==> config.mk <==
export PLATFORM = sky130hd
export DESIGN_NAME = fb_bank_ctrl
export DESIGN_NICKNAME = d
export VERILOG_FILES = /design/src/rtl/fb_bank_ctrl.sv
export SDC_FILE = /design/constraint.sdc
export NUM_CORES = 1
export LEC_CHECK = 0
export BUFFER_PORTS_ARGS = -buffer_cell sky130_fd_sc_hd__clkbuf_2
export CAP_MARGIN = 20
export CORE_UTILIZATION = 47
export DETAILED_ROUTE_END_ITERATION = 10
export GPL_ROUTABILITY_DRIVEN = 0
export PLACE_DENSITY = 0.89
export SLEW_MARGIN = 20
export SYNTH_ARGS = -nofsm -noshare
export SYNTH_HDL_FRONTEND = slang
export SYNTH_SLANG_ARGS = --single-unit
==> constraint.sdc <==
create_clock -name clk -period 1.9 [get_ports clk]
set_input_delay 0.285 -clock clk [delete_from_list [all_inputs] [get_ports clk]]
set_output_delay 0.285 -clock clk [all_outputs]
set_load 0.02 [all_outputs]
==> src/rtl/fb_bank_ctrl.sv <==
// fb_bank_ctrl: double-buffer bank controller for two frame-buffer RAM banks.
// The camera writes bank wr_bank while the display reads bank rd_bank. Banks
// swap on a display VSync falling edge once a full camera frame is pending.
// Optional macro FB_FRAME_STATS_EN builds the drop/short frame counters;
// without it drop_cnt and short_cnt are tied to zero.
module fb_bank_ctrl #(
    parameter int unsigned ADDR_W       = 19,
    parameter int unsigned FRAME_PIXELS = 307200
) (
    input  logic              clk,
    input  logic              rstn,
    input  logic              cam_vsync,
    input  logic              cam_valid,
    input  logic [23:0]       cam_data,
    output logic              wr_en,
    output logic [ADDR_W-1:0] wr_addr,
    output logic [23:0]       wr_data,
    output logic              wr_bank,
    input  logic              disp_vsync,
    input  logic              rd_req,
    output logic [ADDR_W-1:0] rd_addr,
    output logic              rd_bank,
    output logic              frame_sync,
    output logic [15:0]       drop_cnt,
    output logic [15:0]       short_cnt
);

    localparam logic [ADDR_W-1:0] LastPix = ADDR_W'(FRAME_PIXELS - 1);
    localparam logic [ADDR_W-1:0] AddrOne = ADDR_W'(1);

    typedef enum logic [1:0] {StIdle, StCapture, StDone} state_e;

    state_e            state_q, state_d;
    logic [ADDR_W-1:0] pix_cnt_q, pix_cnt_d;
    logic              pending_q, pending_d;
    logic              disp_vsync_q;
    logic              wr_en_d;
    logic              wr_bank_q, rd_bank_q;
    logic [ADDR_W-1:0] wr_addr_q, rd_cnt_q;
    logic [23:0]       wr_data_q;
    logic              swap;
    logic              last_pix;

    // pending is sampled registered, so a final pixel and a display fall in the
    // same cycle do not swap until the next display frame
    assign swap     = disp_vsync_q & ~disp_vsync & pending_q;
    assign last_pix = (state_q == StCapture) & cam_valid & (pix_cnt_q == LastPix);

    // Writer FSM state, pixel count, pending flag and display VSync history
    always_ff @(posedge clk or negedge rstn) begin
        if (!rstn) begin
            state_q      <= StIdle;
            pix_cnt_q    <= '0;
            pending_q    <= 1'b0;
            disp_vsync_q <= 1'b1;
        end else begin
            state_q      <= state_d;
            pix_cnt_q    <= pix_cnt_d;
            pending_q    <= pending_d;
            disp_vsync_q <= disp_vsync;
        end
    end

    // Writer next state; a swap overrides everything and restarts in IDLE
    always_comb begin
        state_d   = state_q;
        pix_cnt_d = pix_cnt_q;
        pending_d = pending_q;
        if (swap) begin
            state_d   = StIdle;
            pending_d = 1'b0;
        end else begin
            case (state_q)
                StIdle: begin
                    if (cam_vsync) begin
                        state_d   = StCapture;
                        pix_cnt_d = '0;
                    end
                end
                StCapture: begin
                    // Final pixel wins over a coincident cam_vsync
                    if (last_pix) begin
                        state_d   = StDone;
                        pending_d = 1'b1;
                    end else if (cam_vsync) begin
                        pix_cnt_d = '0;
                    end else if (cam_valid) begin
                        pix_cnt_d = pix_cnt_q + AddrOne;
                    end
                end
                StDone:  state_d = StDone;
                default: state_d = StIdle;
            endcase
        end
    end

    // Write strobe decode: only pixels seen in CAPTURE reach the RAM
    always_comb begin
        wr_en_d = (state_q == StCapture) & cam_valid & ~swap;
    end

    // Registered write port; address/data hold between writes
    always_ff @(posedge clk or negedge rstn) begin
        if (!rstn) begin
            wr_en     <= 1'b0;
            wr_addr_q <= '0;
            wr_data_q <= '0;
        end else begin
            wr_en <= wr_en_d;
            if (wr_en_d) begin
                wr_addr_q <= pix_cnt_q;
                wr_data_q <= cam_data;
            end
        end
    end

    // Bank selects change only at a swap edge
    always_ff @(posedge clk or negedge rstn) begin
        if (!rstn) begin
            wr_bank_q <= 1'b0;
            rd_bank_q <= 1'b1;
        end else if (swap) begin
            rd_bank_q <= wr_bank_q;
            wr_bank_q <= ~wr_bank_q;
        end
    end

    // Read counter: held at 0 during VSync, wraps at the end of the frame
    always_ff @(posedge clk or negedge rstn) begin
        if (!rstn) begin
            rd_cnt_q <= '0;
        end else if (!disp_vsync) begin
            rd_cnt_q <= '0;
        end else if (rd_req) begin
            rd_cnt_q <= (rd_cnt_q == LastPix) ? '0 : rd_cnt_q + AddrOne;
        end
    end

`ifdef FB_FRAME_STATS_EN
    logic [15:0] drop_cnt_q, short_cnt_q;
    logic        drop_evt, abort_evt;

    // A swap only happens in DONE, so a swap-cycle cam_vsync is a DONE drop
    assign drop_evt  = cam_vsync & ((state_q == StDone) | last_pix);
    assign abort_evt = cam_vsync & (state_q == StCapture) & ~last_pix & ~swap;

    // Saturating frame statistics
    always_ff @(posedge clk or negedge rstn) begin
        if (!rstn) begin
            drop_cnt_q  <= '0;
            short_cnt_q <= '0;
        end else begin
            if (drop_evt && drop_cnt_q != 16'hFFFF) begin
                drop_cnt_q <= drop_cnt_q + 16'd1;
            end
            if (abort_evt && short_cnt_q != 16'hFFFF) begin
                short_cnt_q <= short_cnt_q + 16'd1;
            end
        end
    end

    assign drop_cnt  = drop_cnt_q;
    assign short_cnt = short_cnt_q;
`else
    assign drop_cnt  = 16'h0000;
    assign short_cnt = 16'h0000;
`endif

    assign wr_addr    = wr_addr_q;
    assign wr_data    = wr_data_q;
    assign wr_bank    = wr_bank_q;
    assign rd_bank    = rd_bank_q;
    assign frame_sync = rd_bank_q;
    assign rd_addr    = rd_cnt_q;

endmodule

[Yosys cells after proc, flatten, opt, wreduce, memory -nomap -nowiden]
Index checks and enable logic that the tools add are counted.
Word-level totals
  bits in registers: 88
  output and inout port bits: 98
Cells by class
  bitwise gates (word level): 8
  equality and inequality tests: 10
  reduce and logical (&&, ||, !) cells: 7
  muxes and demuxes: 15
  add/subtract/negate cells: 2
Operators with widths (number)
  2-to-1 mux 19 bit: 7
  adder 19 x 1 -> 19 bit, second input constant: 2
  equality test 19 bit, second input constant: 2
  one-hot mux 19 bit (2 select lines): 1
  != test 3 bit, second input constant: 3
  2-to-1 mux 2 bit: 3
  one-hot mux 2 bit (3 select lines): 1
  nonzero test 2 bit: 3
  AND 1 bit: 5
  AND reduction 5 bit: 1
  != test 2 bit, second input constant: 2
  AND reduction 2 bit: 2
  2-to-1 mux 1 bit: 3
  NOT 1 bit: 3
  equality test 2 x 1 -> 1 bit, second input constant: 1
  equality test 2 bit, second input constant: 1
  zero test 2 bit: 1
  != test 2 x 1 -> 1 bit, second input constant: 1

[Logic depth before layout (Yosys ltp)]
  depth in word-level cells: 6
  gate-level depth with buffers: 9
  gate-level depth less buffers: 7

[Worst setup path before layout]
No wires, ideal clock.
  kind: register to register
  start: reg rd_cnt_q[0] (netlist: rd_addr[0])
  end: reg rd_cnt_q[18] (netlist: rd_addr[18])
  arrival time: 2.066 ns
  cell stages (with the launch flop): 7
  required time: 1.774 ns
  setup time: 0.126 ns
  slack: -0.292 ns
  cell sequence: dfrtp_1 ha_1 nand4_1 or4_4 or2_0 and3_1 a221o_1
On the way
  word-level cells in the longest chain between the ends: 4
  elaborated cells on any way between the ends: 5
  those cells by class: add/sub: 1; eq/ne: 1; mux: 3
Ends and longest elaborated chain
  start: declaration: RTL line 39  | logic [ADDR_W-1:0] wr_addr_q, rd_cnt_q;
  start signal: assignment: RTL line 135  | rd_cnt_q <= (rd_cnt_q == LastPix) ? '0 : rd_cnt_q + AddrOne;
  adder 19 x 1 -> 19 bit / equality test 19 bit (equally long branches): RTL line 135
  2-to-1 mux 19 bit *: RTL line 135
  2-to-1 mux 19 bit *: RTL line 134  | end else if (rd_req) begin
  2-to-1 mux 19 bit *: RTL line 132  | end else if (!disp_vsync) begin
Mark *: on every way between the ends. The rest lies on a longest branch, timed or not. The select of a mux whose other input is x is not followed.
A chain may end at the register's enable or synchronous reset.

[Final worst setup path]
  start: reg pix_cnt_q[1]
  end: reg pix_cnt_q[16]
On the way
  word-level cells in the longest chain between the ends: 5
  elaborated cells on any way between the ends: 9
  those cells by class: add/sub: 1; eq/ne: 2; mux: 4; bitwise: 1; reduce/logical: 1
Ends and longest elaborated chain
  start: declaration: RTL line 34  | logic [ADDR_W-1:0] pix_cnt_q, pix_cnt_d;
  start signal: assignment: RTL line 58  | pix_cnt_q <= pix_cnt_d;
  adder 19 x 1 -> 19 bit: RTL line 88  | pix_cnt_d = pix_cnt_q + AddrOne;
  2-to-1 mux 19 bit: RTL line 87  | end else if (cam_valid) begin
  2-to-1 mux 19 bit: RTL line 85  | end else if (cam_vsync) begin
  2-to-1 mux 19 bit: RTL line 82  | if (last_pix) begin
  one-hot mux 19 bit (2 select lines): RTL line 73  | case (state_q)
Parallel ways exist; a longest one is shown, timed or not. The select of a mux whose other input is x is not followed.

==> out/metrics.yaml <==
outcome: "complete, but fails checks"
finalCriticalPeriod_ps: 1960
h-tree-depth: 3
antenna_found_initial: 0
cp.required_ps: 2130
finalClockSkew_ps: 15.0
r2r_cells: 7
dr_total_vias: 3588
rows: 34
r2r_end: "pix_cnt_q[16]"
synthFlopType: "dfrtp_1"
hold_path.class: "input pin to flop"
crit_type: "flop to flop"
syn_inst: 385
rsz0062_at_grt: "yes"
post-route-period-util_pct: 103
peakVddDrop_mv: 0.690
drc: 9
ff2ff_setup_slack_ps: -60
power_uw: 5620
antenna_cells: 0
syn_area_um2: 4320
drt-initial-drc-count: 289
cts_buffers: 9
ant_nets: 0
critical_path.max_fanout: 7
synth_edf_count: 0
setup_viol: 20
nets: 560
routed_wl_um: 10400
ys_seq_elements: 88
setup_slack_ps: -64.4
grt_pass1_vias: 3427
crit_path_end_kind: "flop"
dieArea_um2: 9590
critPathArrivalTime_ps: 2200
ios: 128
yosysWarnings: 0
final_util_pct: 63.6
critPathLaunchType: "flop"
clkTransAtPathRegs_ps: 90
ys_seq_area_share_pct: 51.0
timing_hold_violations_final: 0
tritoncts: "yes"
clock_sinks: 88
worstSetupStartpoint: "pix_cnt_q[1]"
cp-endpoint: "pix_cnt_q[16]"
synth.distinct_cells: 53
die_h_um: 97.9
core_um2: 8810
async_flop_share_pct: 100
wire_per_inst_um: 16.3
grt_pass1_wl_um: 16400
dpl.hpwl_um: 7080
cap_violations: 0
grt_overflow: 0
fmax_ghz: 0.509
area_growth_pct: 29.6
grt_max_degree: 45
slew_viol_final: 0
fillers: 687
initial_utilization_pct: 49.1
avgSynthCellArea_um2: 11.2
die_width_um: 97.9
leakagePower_uw: 0.00280
r2r-start: "pix_cnt_q[1]"
cts_root_buf: "clkbuf_8"
power_density_nw_per_um2: 1000
clk_latency_ps: 360
track_usage_pct: 21.2
dr.pass1.iters: 8
violations: "design-rule violations, negative setup slack"
viasPerCell: 5.62
drive_gt1_share_pct: 47.8
cts_buffer_depth: 2
portBuffers: 95
==> cells by family after synthesis <==
logic type,Yosys count,synth area share (%)
simple gates,109,13.5
xor+xnor,12,2.43
flops,88,51.0
buf+inv,58,8.45
mux,45,11.7
fa+ha+maj,4,1.16
compound gates,68,11.6
other cells,1,0.0867
==> worst min-delay path by stage <==
stage                       from           end  cells after the start
CTS                 cam_data[21]   wr_data[21]                      2
global placement            rstn  pix_cnt_q[6]                      1
global route         cam_data[2]    wr_data[2]                      2
floorplan                   rstn     pending_q                      0
finish              cam_data[21]   wr_data[21]                      2
detailed placement          rstn  pix_cnt_q[6]                      1
==> metal layers <==
layer | global-route usage [%] | routed length (um)
met1 | 25.9 | 4090
met2 | 37.7 | 5450
met3 | 5.30 | 719
met4 | 4.78 | 160
met5 | 0 | 0
==> state kept, by name, indices dropped and copies added, names as in the netlist <==
signal,cells
wr_addr,19
pix_cnt_q,19
wr_en,1
rd_addr,19
pending_q,1
state_q,2
frame_sync,1
disp_vsync_q,1
wr_bank,1
wr_data,24
==> where the power goes <==
part,total (uW),switching [uW],internal [uW]
Sequential,2350,161,2190
Combinational,1830,1090,743
Clock,1440,695,743
Total,5620,1940,3670
==> synth_stat cells, drive strengths merged, types with 4 or more instances <==
master / count / share of area (%)
dfrtp: 86 / 50
buf: 45 / 7.3
mux2: 45 / 12
o31ai: 28 / 4.9
nor2: 25 / 2.2
nand2: 22 / 1.9
nand3: 17 / 2.2
nand4: 10 / 1.6
xor2: 10 / 2.0
a31oi: 9 / 1.3
a21oi: 7 / 0.81
and3: 7 / 1.0
clkbuf: 7 / 0.61
inv: 6 / 0.52
o21ai: 6 / 0.69
o41ai: 6 / 1.2
ha: 4 / 1.2
nor3: 4 / 0.46
==> per-stage QoR <==
| stage | instance area (um2) | hold WS (ps) | setup TNS (ps) | worst slack (ps) | cells |
|---|---|---|---|---|---|
| after global routing | 5600 | 144 | -1690 | -99.9 | 639 |
| after global placement | 5190 | 210 | 0 | 49.7 | 619 |
| final | 5600 | 149 | -762 | -64.4 | 639 |
| after detailed placement | 5190 | 219 | 0 | 2.52 | 619 |
| after floorplan | 4510 | -10.6 | -72.7 | -72.7 | 416 |
| after CTS | 5440 | 139 | 0 | 3.45 | 637 |
==> critical path: stages (launching register included) <==
cell,delay (ps)
dfrtp_1,420
ha_4,190
nand3_2,80
or3_4,440
o311ai_4,260
or2_4,220
buf_8,140
o41ai_2,80
==> timing repair <==
item,CTS,global route
buffers inserted,1,1
pin swaps,0,8
hold buffers,1,0
gates resized for setup,2,25
endpoints found under the hold margin,21,0
endpoints found under the setup margin,6,27
cloned,0,1
==> layout by cell type, fill, tap and decap left out, types with 3 or more instances in the layout <==
cell type / netlist / final
clkbuf_2: 0 / 94
nand3_1: 15 / 13
o31ai_2: 0 / 6
o21ai_0: 4 / 4
a21oi_1: 7 / 7
and3_1: 7 / 5
inv_1: 6 / 6
nor2b_1: 3 / 3
nand4_1: 9 / 9
nor3_1: 4 / 4
buf_4: 34 / 48
o31ai_1: 28 / 20
o41ai_1: 6 / 3
mux2_2: 45 / 45
a31oi_1: 9 / 9
dfrtp_1: 86 / 80
o41ai_2: 0 / 3
xor2_1: 10 / 10
nand2b_1: 3 / 3
clkbuf_8: 0 / 9
buf_6: 1 / 3
conb_1: 1 / 32
nor2_1: 25 / 25
nand3_2: 2 / 4
dfrtp_2: 0 / 6
nand2_1: 22 / 22
==> area by class of cell <==
cell class	instances	area [um2]	area share, %
well taps	108	135	2.41
clock buffers	9	124	2.21
flip-flops and latches	88	2210	39.5
clock inverters	7	95.1	1.70
inverters	6	22.5	0.402
multi-input cells	270	2040	36.5
repair buffers	151	970	17.3
Power figures use the tool's default switching activity.
